[src/rtl/mdio_pkg.sv]
// Shared types and constants for the clause-22 MDIO responder.
package mdio_pkg;

    typedef enum logic [2:0] {
        S_IDLE,
        S_ST,
        S_OP,
        S_PHYAD,
        S_REGAD,
        S_TA,
        S_DATA,
        S_SKIP
    } mdio_state_t;

    localparam logic [1:0] OP_READ  = 2'b10;
    localparam logic [1:0] OP_WRITE = 2'b01;

    localparam logic [4:0] REG_CTRL     = 5'd0;
    localparam logic [4:0] REG_STATUS   = 5'd1;
    localparam logic [4:0] REG_ID1      = 5'd2;
    localparam logic [4:0] REG_ID2      = 5'd3;
    localparam logic [4:0] REG_GBIT     = 5'd9;
    localparam logic [4:0] REG_EXT_ADDR = 5'd11;
    localparam logic [4:0] REG_EXT_DATA = 5'd12;
    localparam logic [4:0] REG_PHY_SPEC = 5'd31;

    localparam logic [15:0] CTRL_RST   = 16'h1140;
    localparam logic [15:0] GBIT_RST   = 16'h0300;
    localparam logic [15:0] STATUS_VAL = 16'h796D;
    localparam logic [15:0] EXT_RST    = 16'h0000;

    localparam logic [8:0] EXT_CLK_SKEW = 9'h104;
    localparam logic [8:0] EXT_RX_SKEW  = 9'h105;
    localparam logic [8:0] EXT_TX_SKEW  = 9'h106;

    // Bit-counter load value on entering a state: field length minus one.
    function automatic logic [4:0] field_last(input mdio_state_t s);
        case (s)
            S_OP:    return 5'd1;
            S_PHYAD: return 5'd4;
            S_REGAD: return 5'd4;
            S_TA:    return 5'd1;
            S_DATA:  return 5'd15;
            S_SKIP:  return 5'd17;
            default: return 5'd0;
        endcase
    endfunction

endpackage

[src/rtl/mdio_edge_sync.sv]
// Two-flop synchronizers for MDC/MDIO plus MDC rising-edge detect in the clock domain.
module mdio_edge_sync (
    input  logic clock,
    input  logic reset,
    input  logic mdc,
    input  logic mdio_i,
    output logic mdc_rise,
    output logic mdio_s
);

    logic [2:0] mdc_q;
    logic [1:0] mdio_q;

    always_ff @(posedge clock or posedge reset) begin
        if (reset) begin
            mdc_q  <= 3'b000;
            mdio_q <= 2'b11;
        end else begin
            mdc_q  <= {mdc_q[1:0], mdc};
            mdio_q <= {mdio_q[0], mdio_i};
        end
    end

    // mdio_q[1] has the same latency as mdc_q[1], so data is aligned with the edge.
    assign mdc_rise = mdc_q[1] & ~mdc_q[2];
    assign mdio_s   = mdio_q[1];

endmodule

[src/rtl/mdio_responder.sv]
// Clause-22 MDIO PHY-side target with a small register set; MDIO_EXT_REG_EN adds reg 11/12 extended access.
//  state | meaning
//  IDLE  | counting preamble ones     ST    | expect start bit 1
//  OP    | 2 opcode bits              PHYAD | 5 address bits
//  REGAD | 5 register bits            TA    | turnaround
//  DATA  | 16 data bits               SKIP  | frame for another PHY
module mdio_responder
    import mdio_pkg::*;
#(
    parameter int          PREAMBLE_BITS = 32,
    parameter logic [15:0] ID1           = 16'h0022,
    parameter logic [15:0] ID2           = 16'h1611
) (
    input  logic        clock,
    input  logic        reset,
    input  logic [4:0]  phy_addr,
    input  logic        mdc,
    input  logic        mdio_i,
    output logic        mdio_o,
    output logic        mdio_oe,
    input  logic [1:0]  link_speed,
    input  logic        link_duplex,
    output logic [15:0] ctrl_reg,
    output logic [15:0] gbit_ctrl,
    output logic        soft_reset,
    output logic        wr_strobe,
    output logic [4:0]  wr_addr,
`ifdef MDIO_EXT_REG_EN
    output logic [15:0] clk_skew,
    output logic [15:0] rx_skew,
    output logic [15:0] tx_skew,
`endif
    output logic [15:0] wr_data
);

    localparam int OW = $clog2(PREAMBLE_BITS + 1);

    mdio_state_t state, state_nxt;
    logic          mdc_rise, mdio_s;
    logic [OW-1:0] ones_cnt;
    logic [4:0]    bit_cnt;
    logic [14:0]   shift;
    logic [15:0]   shift_nxt, rd_value, rd_shift;
    logic [4:0]    reg_addr;
    logic          is_read, last_bit;
    logic [15:0]   regs [4:15];

    mdio_edge_sync u_sync (
        .clock    (clock),
        .reset    (reset),
        .mdc      (mdc),
        .mdio_i   (mdio_i),
        .mdc_rise (mdc_rise),
        .mdio_s   (mdio_s)
    );

    assign gbit_ctrl = regs[REG_GBIT[3:0]];

    always_ff @(posedge clock or posedge reset) begin
        if (reset) state <= S_IDLE;
        else       state <= state_nxt;
    end

    always_comb begin
        state_nxt = state;
        shift_nxt = {shift, mdio_s};
        last_bit  = (bit_cnt == 5'd0);
        if (mdc_rise) begin
            case (state)
                S_IDLE:  if (!mdio_s && ones_cnt >= OW'(PREAMBLE_BITS)) state_nxt = S_ST;
                S_ST:    state_nxt = mdio_s ? S_OP : S_IDLE;
                S_OP:    if (last_bit)
                             state_nxt = (shift_nxt[1:0] == OP_READ || shift_nxt[1:0] == OP_WRITE)
                                         ? S_PHYAD : S_IDLE;
                S_PHYAD: if (last_bit) state_nxt = S_REGAD;
                S_REGAD: if (last_bit) state_nxt = (shift_nxt[9:5] == phy_addr) ? S_TA : S_SKIP;
                S_TA:    if (last_bit) state_nxt = S_DATA;
                S_DATA:  if (last_bit) state_nxt = S_IDLE;
                S_SKIP:  if (last_bit) state_nxt = S_IDLE;
                default: state_nxt = S_IDLE;
            endcase
        end
    end

`ifdef MDIO_EXT_REG_EN
    logic [15:0] ext_value;
    always_comb begin
        ext_value = '0;
        case (regs[REG_EXT_ADDR[3:0]][8:0])
            EXT_CLK_SKEW: ext_value = clk_skew;
            EXT_RX_SKEW:  ext_value = rx_skew;
            EXT_TX_SKEW:  ext_value = tx_skew;
            default:      ext_value = '0;
        endcase
    end
`endif

    // Evaluated at REGAD completion, where shift_nxt[4:0] is the register address.
    always_comb begin
        rd_value = '0;
        case (shift_nxt[4:0])
            REG_CTRL:     rd_value = ctrl_reg;
            REG_STATUS:   rd_value = STATUS_VAL;
            REG_ID1:      rd_value = ID1;
            REG_ID2:      rd_value = ID2;
            REG_PHY_SPEC: rd_value = {9'b0, link_speed, 1'b0, link_duplex, 3'b0};
`ifdef MDIO_EXT_REG_EN
            REG_EXT_DATA: rd_value = regs[REG_EXT_ADDR[3:0]][15] ? regs[REG_EXT_DATA[3:0]] : ext_value;
`endif
            default: if (shift_nxt[4:0] >= 5'd4 && shift_nxt[4:0] <= 5'd15)
                         rd_value = regs[shift_nxt[3:0]];
        endcase
    end

    always_ff @(posedge clock or posedge reset) begin
        if (reset) begin
            ones_cnt   <= '0;
            bit_cnt    <= '0;
            shift      <= '0;
            rd_shift   <= '0;
            reg_addr   <= '0;
            is_read    <= 1'b0;
            mdio_o     <= 1'b1;
            mdio_oe    <= 1'b0;
            ctrl_reg   <= CTRL_RST;
            soft_reset <= 1'b0;
            wr_strobe  <= 1'b0;
            wr_addr    <= '0;
            wr_data    <= '0;
            for (int i = 4; i <= 15; i++) regs[i] <= (i == 9) ? GBIT_RST : 16'h0000;
`ifdef MDIO_EXT_REG_EN
            clk_skew   <= EXT_RST;
            rx_skew    <= EXT_RST;
            tx_skew    <= EXT_RST;
`endif
        end else begin
            wr_strobe  <= 1'b0;
            soft_reset <= 1'b0;
            if (mdc_rise) begin
                shift   <= shift_nxt[14:0];
                bit_cnt <= (state_nxt != state) ? field_last(state_nxt) : bit_cnt - 5'd1;
                if (state == S_IDLE && mdio_s)
                    ones_cnt <= (ones_cnt == OW'(PREAMBLE_BITS)) ? ones_cnt : ones_cnt + 1'b1;
                else
                    ones_cnt <= '0;
                case (state)
                    S_OP: if (last_bit) is_read <= (shift_nxt[1:0] == OP_READ);
                    S_REGAD: if (last_bit) begin
                        reg_addr <= shift_nxt[4:0];
                        rd_shift <= rd_value;
                    end
                    S_TA: if (is_read) begin
                        mdio_oe <= 1'b1;
                        if (!last_bit) begin
                            mdio_o <= 1'b0;
                        end else begin
                            mdio_o   <= rd_shift[15];
                            rd_shift <= {rd_shift[14:0], 1'b0};
                        end
                    end
                    S_DATA: if (is_read) begin
                        if (!last_bit) begin
                            mdio_o   <= rd_shift[15];
                            rd_shift <= {rd_shift[14:0], 1'b0};
                        end else begin
                            mdio_oe <= 1'b0;
                            mdio_o  <= 1'b1;
                        end
                    end else if (last_bit) begin
                        wr_strobe <= 1'b1;
                        wr_addr   <= reg_addr;
                        wr_data   <= shift_nxt;
                        if (reg_addr == REG_CTRL) begin
                            if (shift_nxt[15]) begin
                                ctrl_reg   <= CTRL_RST;
                                soft_reset <= 1'b1;
                            end else begin
                                ctrl_reg <= {1'b0, shift_nxt[14:0]};
                            end
`ifdef MDIO_EXT_REG_EN
                        end else if (reg_addr == REG_EXT_DATA && regs[REG_EXT_ADDR[3:0]][15]) begin
                            case (regs[REG_EXT_ADDR[3:0]][8:0])
                                EXT_CLK_SKEW: clk_skew <= shift_nxt;
                                EXT_RX_SKEW:  rx_skew  <= shift_nxt;
                                EXT_TX_SKEW:  tx_skew  <= shift_nxt;
                                default:      ;
                            endcase
`endif
                        end else if (reg_addr >= 5'd4 && reg_addr <= 5'd15) begin
                            regs[reg_addr[3:0]] <= shift_nxt;
                        end
                    end
                    default: ;
                endcase
            end
        end
    end

endmodule

[config.mk]
export PLATFORM = sky130hd
export DESIGN_NAME = mdio_responder
export DESIGN_NICKNAME = d
export VERILOG_FILES = /design/src/rtl/mdio_pkg.sv /design/src/rtl/mdio_edge_sync.sv /design/src/rtl/mdio_responder.sv
export SDC_FILE = /design/constraint.sdc
export NUM_CORES = 1
export LEC_CHECK = 0
export CAP_MARGIN = 0
export CORE_UTILIZATION = 35
export CTS_CLUSTER_SIZE = 24
export DETAILED_ROUTE_END_ITERATION = 8
export GPL_TIMING_DRIVEN = 0
export HOLD_SLACK_MARGIN = 0.02
export SETUP_SLACK_MARGIN = 0.1
export SYNTH_ARGS = -nofsm -noshare
export SYNTH_HDL_FRONTEND = slang
export SYNTH_SLANG_ARGS = --single-unit
export TNS_END_PERCENT = 30
[constraint.sdc]
create_clock -name clock -period 13.4 [get_ports clock]
set_input_delay 2.68 -clock clock [delete_from_list [all_inputs] [get_ports clock]]
set_output_delay 2.68 -clock clock [all_outputs]
set_load 0.05 [all_outputs]
* Yosys cells after proc, flatten, opt, wreduce, memory -nomap -nowiden
Cells that the tools add are included.
** Operators by class
- Order comparisons :: 8
- Bitwise operators :: 6
- Equal/unequal tests :: 29
- Muxes and demuxes :: 49
- Reductions and logical operators :: 25
- Add/subtract/negate cells :: 2
** Operators with widths (count)
- $bwmux W192 :: 1
- $mux W16 :: 9
- $pmux W16 S5 :: 1
- $bmux W16 S4 :: 1
- $demux W16 S4 :: 1
- $pmux W16 S3 :: 1
- $eq A3 B3 Y1 const B :: 8
- $mux W3 :: 7
- $pmux W3 S7 :: 1
- $pmux W5 S4 :: 1
- $mux W1 :: 17
- $logic_not A5 Y1 :: 3
- $mux W15 :: 1
- $ne A2 B2 Y1 const B :: 7
- $eq A3 B2 Y1 const B :: 4
- $mux W6 :: 2
- $eq A5 B2 Y1 const B :: 2
- $ge A5 B3 Y1 const B :: 2
- $ge A5 B5 Y1 const B :: 2
- $le A5 B4 Y1 const B :: 2
- $not A4 Y5 :: 2
- $reduce_and A5 Y1 :: 2
- $reduce_and A4 Y1 :: 2
- $reduce_and A7 Y1 :: 1
- other kinds (27) :: 39
** Word-level totals
- Register bits :: 289
- Logic and storage cells :: 147
- Input port bits :: 12

* Logic depth before layout (Yosys ltp)
Gate-level depths: netlist of run 1.
- Depth after elaboration :: 10
- Mapped depth :: 12
- Gate-level depth less buffers :: 9

* Hierarchy
Synthesis of run 1 repeated with hierarchy kept, for this count alone.
** Second synthesis, totals
- Cells, all modules :: 978
- Area, all modules :: 13509.2 um2
** Modules (own cells, without submodules)
- mdio_responder :: area each 13364.1 um2, sequential area each 7089.3 um2, times used 1, cells each 971
- mdio_edge_sync :: area each 145.1 um2, sequential area each 127.6 um2, times used 1, cells each 7

* Least setup slack after synthesis of run 1
No wires, ideal clock.
- Kind :: input -> register
- From :: in phy_addr[3]
- To :: reg bit_cnt[2]
- Stages on the path :: 6
- Required time :: 13.276 ns
- Path buffers :: 0
- Path slack :: 9.149 ns
- Data arrival time :: 4.127 ns
- Cells stage by stage :: xnor2_1 -> nand4_1 -> o311ai_0 -> o311ai_1 -> o21a_1 -> a211o_1
** On the way
- Cells in the longest elaborated chain, start to end :: 9
- Elaborated cells between the ends (all ways) :: 16
- Those cells by class :: eq/ne (8); mux (6); reduce/logical (2)
** RTL lines
- from (decl) :: line mdio_responder.sv:16 : input logic [4:0] phy_addr,
- $eq A5 B5 Y1 * :: line mdio_responder.sv:76 : S_REGAD: if (last_bit) state_nxt = (shift_nxt[9:5] == phy_addr) ? S_TA : S_SKIP;
- $mux W2 * :: line mdio_responder.sv:76
- $mux W3 * :: line mdio_responder.sv:76
- $pmux W3 S7 * :: line mdio_responder.sv:69 : case (state)
- $mux W3 * :: line mdio_responder.sv:68 : if (mdc_rise) begin
- $eq A3 B3 Y1 / $eq A3 B2 Y1 (equally long branches) :: line mdio_pkg.sv:38 : case (s)
- $reduce_or A2 Y1 (no source line)
- $pmux W5 S4 :: line mdio_pkg.sv:38
- $mux W5 * :: line mdio_responder.sv:141 : bit_cnt <= (state_nxt != state) ? field_last(state_nxt) : bit_cnt - 5'd1;
- to (signal assigned) :: line mdio_responder.sv:141
- to (decl) :: line mdio_responder.sv:41 : logic [4:0] bit_cnt;
Every way passes the cells marked *; elsewhere a longest branch is shown, timed or not.
A chain may end at the register's enable or synchronous reset.

* Final worst setup path of run 1
- From :: reg u_sync.mdio_q[1]
- To :: reg bit_cnt[2]
** On the way
- Cells in the longest elaborated chain, start to end :: 10
- Elaborated cells between the ends (all ways) :: 22
- Those cells by class :: eq/ne (9); mux (8); reduce/logical (5)
** RTL lines
- from (decl) :: line mdio_edge_sync.sv:12 : logic [1:0] mdio_q;
- from (signal assigned) :: line mdio_edge_sync.sv:20 : mdio_q <= {mdio_q[0], mdio_i};
- $eq A2 B2 Y1 / $eq A2 B1 Y1 (equally long branches) :: line mdio_responder.sv:73 : state_nxt = (shift_nxt[1:0] == OP_READ || shift_nxt[1:0] == OP_WRITE)
- $logic_or A1 B1 Y1 :: line mdio_responder.sv:73
- $mux W2 :: line mdio_responder.sv:74 : ? S_PHYAD : S_IDLE;
- $mux W3 :: line mdio_responder.sv:72 : S_OP: if (last_bit)
- $pmux W3 S7 * :: line mdio_responder.sv:69
- $mux W3 * :: line mdio_responder.sv:68
- $eq A3 B3 Y1 / $eq A3 B2 Y1 (equally long branches) :: line mdio_pkg.sv:38
- $reduce_or A2 Y1 (no source line)
- $pmux W5 S4 :: line mdio_pkg.sv:38
- $mux W5 * :: line mdio_responder.sv:141
Marked as above.

==> run summary, run 1 <==
Via count - 8820
Sw frac - 0.255
Fin. max-slew vios - 0
Synth Net Count - 1092
Crit end category - flop
CP Class - reg -> reg
Mapped cell area - 0.0134 mm²
Die Area - 0.0392 mm²
Logic pwr share - 0.090
Final setup fails - 0
Flop pwr share - 0.446
CTS sink cnt - 288
CTS resizes - 0
Htree depth - 2
Crit share post-route - 0.399
Worst EP required - 13.79 ns
Yosys warns - 0
Most flop-heavy register - regs
Final Power - 0.00204 W
Worst skew pair latency - 0.52 ns
Vias/cell - 5.15
ANT cells - 0
Critical path peak fanout - 10
Final worst slack - 8.06 ns
Count leader, synth - dfrtp_1
CTS buffer count - 34
Synth top area cells - dfrtp_1 52%, mux2_2 17%, mux4_2 8.2%
Die X - 198 µm
Internal - 0.00152 W
Core area - 0.0378 mm²
Area of the multi-input gates - 0.00571 mm²
Synth Register Bits - 288
Root buffer cell - clkbuf_16
CTS Hold Buffers Added - 0
Ports - 69
Async set or reset register ratio after synthesis - 1.00
Distinct cells, synth - 58
Largest net degree at the start of global routing - 105
Hold Slack - 0.352 ns
Startpoint Class - flop
Remaining DRCs - 0
Max-slew headroom - 0.311
Critical Path AT - 5.74 ns
Power per Cell Area - 128 mW/mm²
Initial Util - 0.356
Sequential share of the synthesized area - 0.537
Register Area - 0.00722 mm²
Tot GR Track Use - 0.187
Drt first pass iters - 4
Post-route minimum period - 5.34 ns
Switching pwr - 0.000522 W
Clock power frac - 0.465
CTS tree - done
Antenna Violating Nets Remaining - 0
Wirelength per Cell - 20.5 µm
Global-route wire length before repair - 55.3 mm
Synthesized area per cell - 12.5 µm²
Setup_tns - 0 ns
# nets final - 1197
Pre-CTS WS - 7.92 ns
Postcts setup bufs - 0
WL final - 35.1 mm
HPWL Detailed - 24.6 mm
Worst Max-Slew Pin Slew - 1.03 ns
Synth Flop Type - dfrtp_1
FMAX - 0.187 GHz
Status - finished clean
List of most frequent post-synthesis cells - 280 x dfrtp_1, 203 x mux2_2, 164 x nand2_1
Final Skew - 0.0207 ns
Synth top area share - 0.521
Overflow after GRT - 0
Clock transition at the registers of the reported paths - 0.05 ns
DRT iter0 DRCs - 478
Unrepaired setup endpoints after global routing - false
Largest register FFs - 176
Vias in the first global route - 9124
Row count - 71
Maximum vdd drop - 0.0795 mV
Layout cells sized above 1 - 0.295
Initial antenna violation count - 1
Synth Instances - 1072
Max_cap viols - 0
Post-synth EDFFs - 0
Hold Path Class - reg -> reg
Die Height - 198 µm
Fillers - 3508
Clock buffer depth - 3
Number of port buffers - 67
Area growth, synth to finish - 18.7%
Final hold vios - 0
Synth area leader - dfrtp_1
Placer Congestion - 0.847
P_leak - 7.32 nW
==> through the flow <==
stage / cell area [µm²] / cells / util
floorplan: 13400 / 1072 / -
global placement: 14800 / 1650 / 0.391
detailed placement: 14800 / 1652 / 0.393
CTS: 16000 / 1712 / 0.423
global route: 16000 / 1712 / 0.423
finish: 16000 / 1712 / 0.423
==> kinds of logic after synthesis <==
logic type	count (synthesis)	synth area share
flops	288	0.537
mux	263	0.264
simple gates	260	0.0884
compound gates	130	0.0607
buf+inv	116	0.0387
fa+ha+maj	9	0.00819
xor+xnor	5	0.00326
other cells	1	0.000279
==> routing by layer <==
layer,track usage,vias to the layer above,share of wire
met4,0.0494,0,0.022
met2,0.295,196,0.47
met3,0.0322,62,0.045
met1,0.265,4567,0.46
met5,0,-,0
li1,-,3995,-
==> critical path, stage by stage, from the launching register on <==
cell and delay [ns]:
dfstp_2 0.62, buf_1 0.79, clkbuf_1 0.78, clkbuf_1 0.73
inv_1 0.28, ha_1 0.38, nand2b_1 0.08, a21oi_1 0.19
nor3_1 0.11, o311ai_1 0.77, o21ai_0 0.17, a211o_1 0.31
==> power groups by stage <==
stage                     sequential [W]  combinational (W)  clock (W)
after CTS                       0.000909           0.000185   0.000968
after global routing            0.000912           0.000201    0.00101
after floorplan                 0.000914           0.000115          0
after detailed placement        0.000925           0.000184          0
final                           0.000910           0.000183   0.000949
after global placement          0.000925           0.000180          0
==> cell type report <==
class                           count  share of cell area
Tap cell                          511              0.0401
Multi-Input combinational cell    668               0.358
Buffer                            102              0.0293
Sequential cell                   288               0.452
Timing Repair Buffer               69              0.0455
Inverter                           14             0.00376
Clock buffer                       48              0.0585
Clock inverter                     12              0.0128
==> placed cells by master (no fill, tap or decap), types with 20 or more instances in the layout <==
cell / n
clkbuf_1: 80
clkdlybuf4s50_1: 67
o21ai_0: 44
mux4_2: 49
clkbuf_16: 34
mux2_2: 203
nand2_1: 164
a21oi_1: 33
dfrtp_1: 280
nand2b_1: 20
==> path summary, 6_finish.rpt <==
kind	startpoint	end	slack (ns)	depth (start not counted)
max reg2reg	u_sync.mdio_q[1]$_DFF_PP1_	bit_cnt[2]$_DFFE_PP0P_	8.06	11
max	u_sync.mdio_q[1]$_DFF_PP1_	bit_cnt[2]$_DFFE_PP0P_	8.06	11
min	u_sync.mdc_q[0]$_DFF_PP0_	u_sync.mdc_q[1]$_DFF_PP0_	0.35	0
min in group asynchronous	reset	wr_data[3]$_DFFE_PP0P_	2.65	2
max in group asynchronous	reset	mdio_o$_DFFE_PP1P_	9.36	4
min reg2reg	u_sync.mdc_q[0]$_DFF_PP0_	u_sync.mdc_q[1]$_DFF_PP0_	0.35	0
Power figures use the tool's default switching activity.
==> run 2: changes to the inputs <==
==> constraint.sdc (replaced) <==
create_clock -name clock -period 4.45 [get_ports clock]
set_input_delay 0.89 -clock clock [delete_from_list [all_inputs] [get_ports clock]]
set_output_delay 0.89 -clock clock [all_outputs]
set_load 0.05 [all_outputs]
==> run summary, run 2 (synthesized netlist as in run 1, its figures left out) <==
Unrepaired setup endpoints after global routing - false
Post-Layout Cell Count - 1718 (+0.35%)
Tot GR Track Use - 0.188 (+0.00110)
Global-route wire length before repair - 55.9 mm (+1.1%)
CP Class - reg -> reg
Commonest non-fill, non-tap cell in the layout - dfrtp_1
Final hold vios - 0 (unchanged)
Clock power frac - 0.453 (-0.012)
Overflow after GRT - 0 (unchanged)
Via count - 8782 (-0.43%)
Fin. max-slew vios - 0 (unchanged)
Max-slew headroom - 0.297 (-0.0143)
Row count - 71 (unchanged)
Initial antenna violation count - 0 (-1)
Worst r2r path cells - 11 (unchanged)
Vias/cell - 5.11 (-0.78%)
Layout cells sized above 1 - 0.303 (+0.00873)
Hold Path Depth - 0 (unchanged)
Fillers - 3523 (+0.43%)
Reg-to-reg startpoint - bit_cnt[0]$_DFFE_PP0P_
FMAX - 0.252 GHz (+34%)
Worst Max-Slew Pin Slew - 1.06 ns (+0.0214 ns)
Worst EP required - 4.84 ns (-8.95 ns)
Switching pwr - 0.00156 W (+200%)
Postcts setup bufs - 0 (unchanged)
CTS sink cnt - 288 (unchanged)
CP Launch Point - bit_cnt[0]$_DFFE_PP0P_
Die Height - 198 µm (unchanged)
Most flop-heavy register - regs
Fin util - 0.425 (+0.00232)
Crit share post-route - 0.893 (+0.495)
Placer Congestion - 0.842 (-0.59%)
Status - finished clean
Antenna Violating Nets Remaining - 0 (unchanged)
Final worst slack - 0.475 ns (-7.58 ns)
Post-route minimum period - 3.98 ns (-1.37 ns)
Final Power - 0.00604 W (+200%)
Critical Path AT - 4.36 ns (-1.38 ns)
Setup_tns - 0 ns (unchanged)
Area growth, synth to finish - 19.3%
Remaining DRCs - 0 (unchanged)
Logic pwr share - 0.093 (+0.003)
Most frequent cells in the layout - 280 x dfrtp_1, 203 x mux2_2, 164 x nand2_1, 74 x clkbuf_1, 67 x clkdlybuf4s50_1
Critical path peak fanout - 10 (unchanged)
Core area - 0.0378 mm² (unchanged)
Number of port buffers - 67 (unchanged)
Maximum vdd drop - 0.284 mV (+260%)
Wirelength per Cell - 20.5 µm (-0.32%)
Vias in the first global route - 9245 (+1.3%)
DRT iter0 DRCs - 466 (-2.5%)
Flop pwr share - 0.454 (+0.008)
Die Area - 0.0392 mm² (unchanged)
Inst Count DP - 1658 (+0.36%)
Die X - 198 µm (unchanged)
Clock buffer depth - 3 (unchanged)
Drt first pass iters - 5 (+1)
Hold path startpoint - u_sync.mdc_q[0]$_DFF_PP0_
CTS buffer count - 34 (unchanged)
P_leak - 7.37 nW (+0.66%)
# nets final - 1201 (+0.33%)
Initial Util - 0.356 (unchanged)
Final setup fails - 0 (unchanged)
Worst skew pair latency - 0.51 ns (about the same)
Hold Path Class - reg -> reg
Clock transition at the registers of the reported paths - 0.06 ns (about the same)
CTS tree - done
Pre-CTS WS - -1.05 ns (-8.97 ns)
Internal - 0.00447 W (+190%)
Power per Cell Area - 376 mW/mm² (+190%)
Startpoint Class - flop
Final Skew - 0.0182 ns (-0.00251 ns)
Root buffer cell - clkbuf_16
HPWL Detailed - 25.4 mm (+3.3%)
Sw frac - 0.259 (+0.00363)
Crit end category - flop
WL final - 35.1 mm (about the same)
Ports - 69 (unchanged)
Htree depth - 2 (unchanged)
Max_cap viols - 0 (unchanged)
Largest register FFs - 176 (unchanged)
Largest net degree at the start of global routing - 42 (-60%)
## run 2: routing by layer
| metal | vias to the layer above | part of all wire | routed length (µm) | track usage |
|---|---|---|---|---|
| li1 | 4017 | - | - | - |
| met1 | 4526 | 0.46 | 16100 | 0.260 |
| met2 | 191 | 0.48 | 16700 | 0.305 |
| met3 | 48 | 0.045 | 1570 | 0.0320 |
| met4 | 0 | 0.020 | 715 | 0.0482 |
| met5 | - | 0 | 0 | 0 |
## run 2: per-stage QoR
| stage | area [µm²] | hold WS (ns) |
|---|---|---|
| 2_1_floorplan | 13500 | 0.331 |
| 3_3_place_gp | 14800 | 0.343 |
| 3_5_place_dp | 14900 | 0.348 |
| 4_1_cts | 16000 | 0.356 |
| 5_1_grt | 16000 | 0.361 |
| 6_report | 16000 | 0.351 |
## run 2: final timing paths
check / to / slack, ns
min: u_sync.mdc_q[1]$_DFF_PP0_ / 0.35
max: regs[188]$_DFFE_PP0P_ / 0.47
max in group asynchronous: ctrl_reg[12]$_DFFE_PP1P_ / 2.33
max reg2reg: regs[188]$_DFFE_PP0P_ / 0.47
min in group asynchronous: wr_data[8]$_DFFE_PP0P_ / 0.87
min reg2reg: u_sync.mdc_q[1]$_DFF_PP0_ / 0.35
## run 2: what timing repair did
action / CTS / global route
gates resized for setup: 1 / 1
setup endpoints to repair: 23 / 1
gates cloned: 0 / 0
hold buffers: 0 / 0
## run 2: worst max-delay path, stage by stage, from the launching register on
cell      delay [ns]
dfrtp_1         0.40
inv_1           0.09
ha_1            0.17
nor4b_4         0.40
nand2_1         0.16
or3_1           0.39
buf_2           0.18
inv_2           0.16
nand3_1         0.21
nor3_2          0.63
clkbuf_1        0.65
mux2_2          0.41
## run 2: cell type report
cell class                 instances  area (µm²)  area share
sequential                       288        7220       0.450
multi-input combinational        668        5710       0.356
clock buffer                      51        1010      0.0632
timing repair buffer              75         846      0.0527
tap                              511         639      0.0398
buffer                           100         462      0.0288
clock inverter                    10        97.6     0.00608
inverter                          14        56.3     0.00351
antenna                            1        2.50    0.000156
## run 2: power by group through the flow
| stage | Combinational, W | Clock (W) | Sequential, W |
|---|---|---|---|
| floorplan | 0.000346 | 0 | 0.00275 |
| global placement | 0.000543 | 0 | 0.00278 |
| detailed placement | 0.000570 | 0 | 0.00278 |
| CTS | 0.000568 | 0.00279 | 0.00274 |
| global route | 0.000620 | 0.00289 | 0.00275 |
| finish | 0.000561 | 0.00273 | 0.00274 |
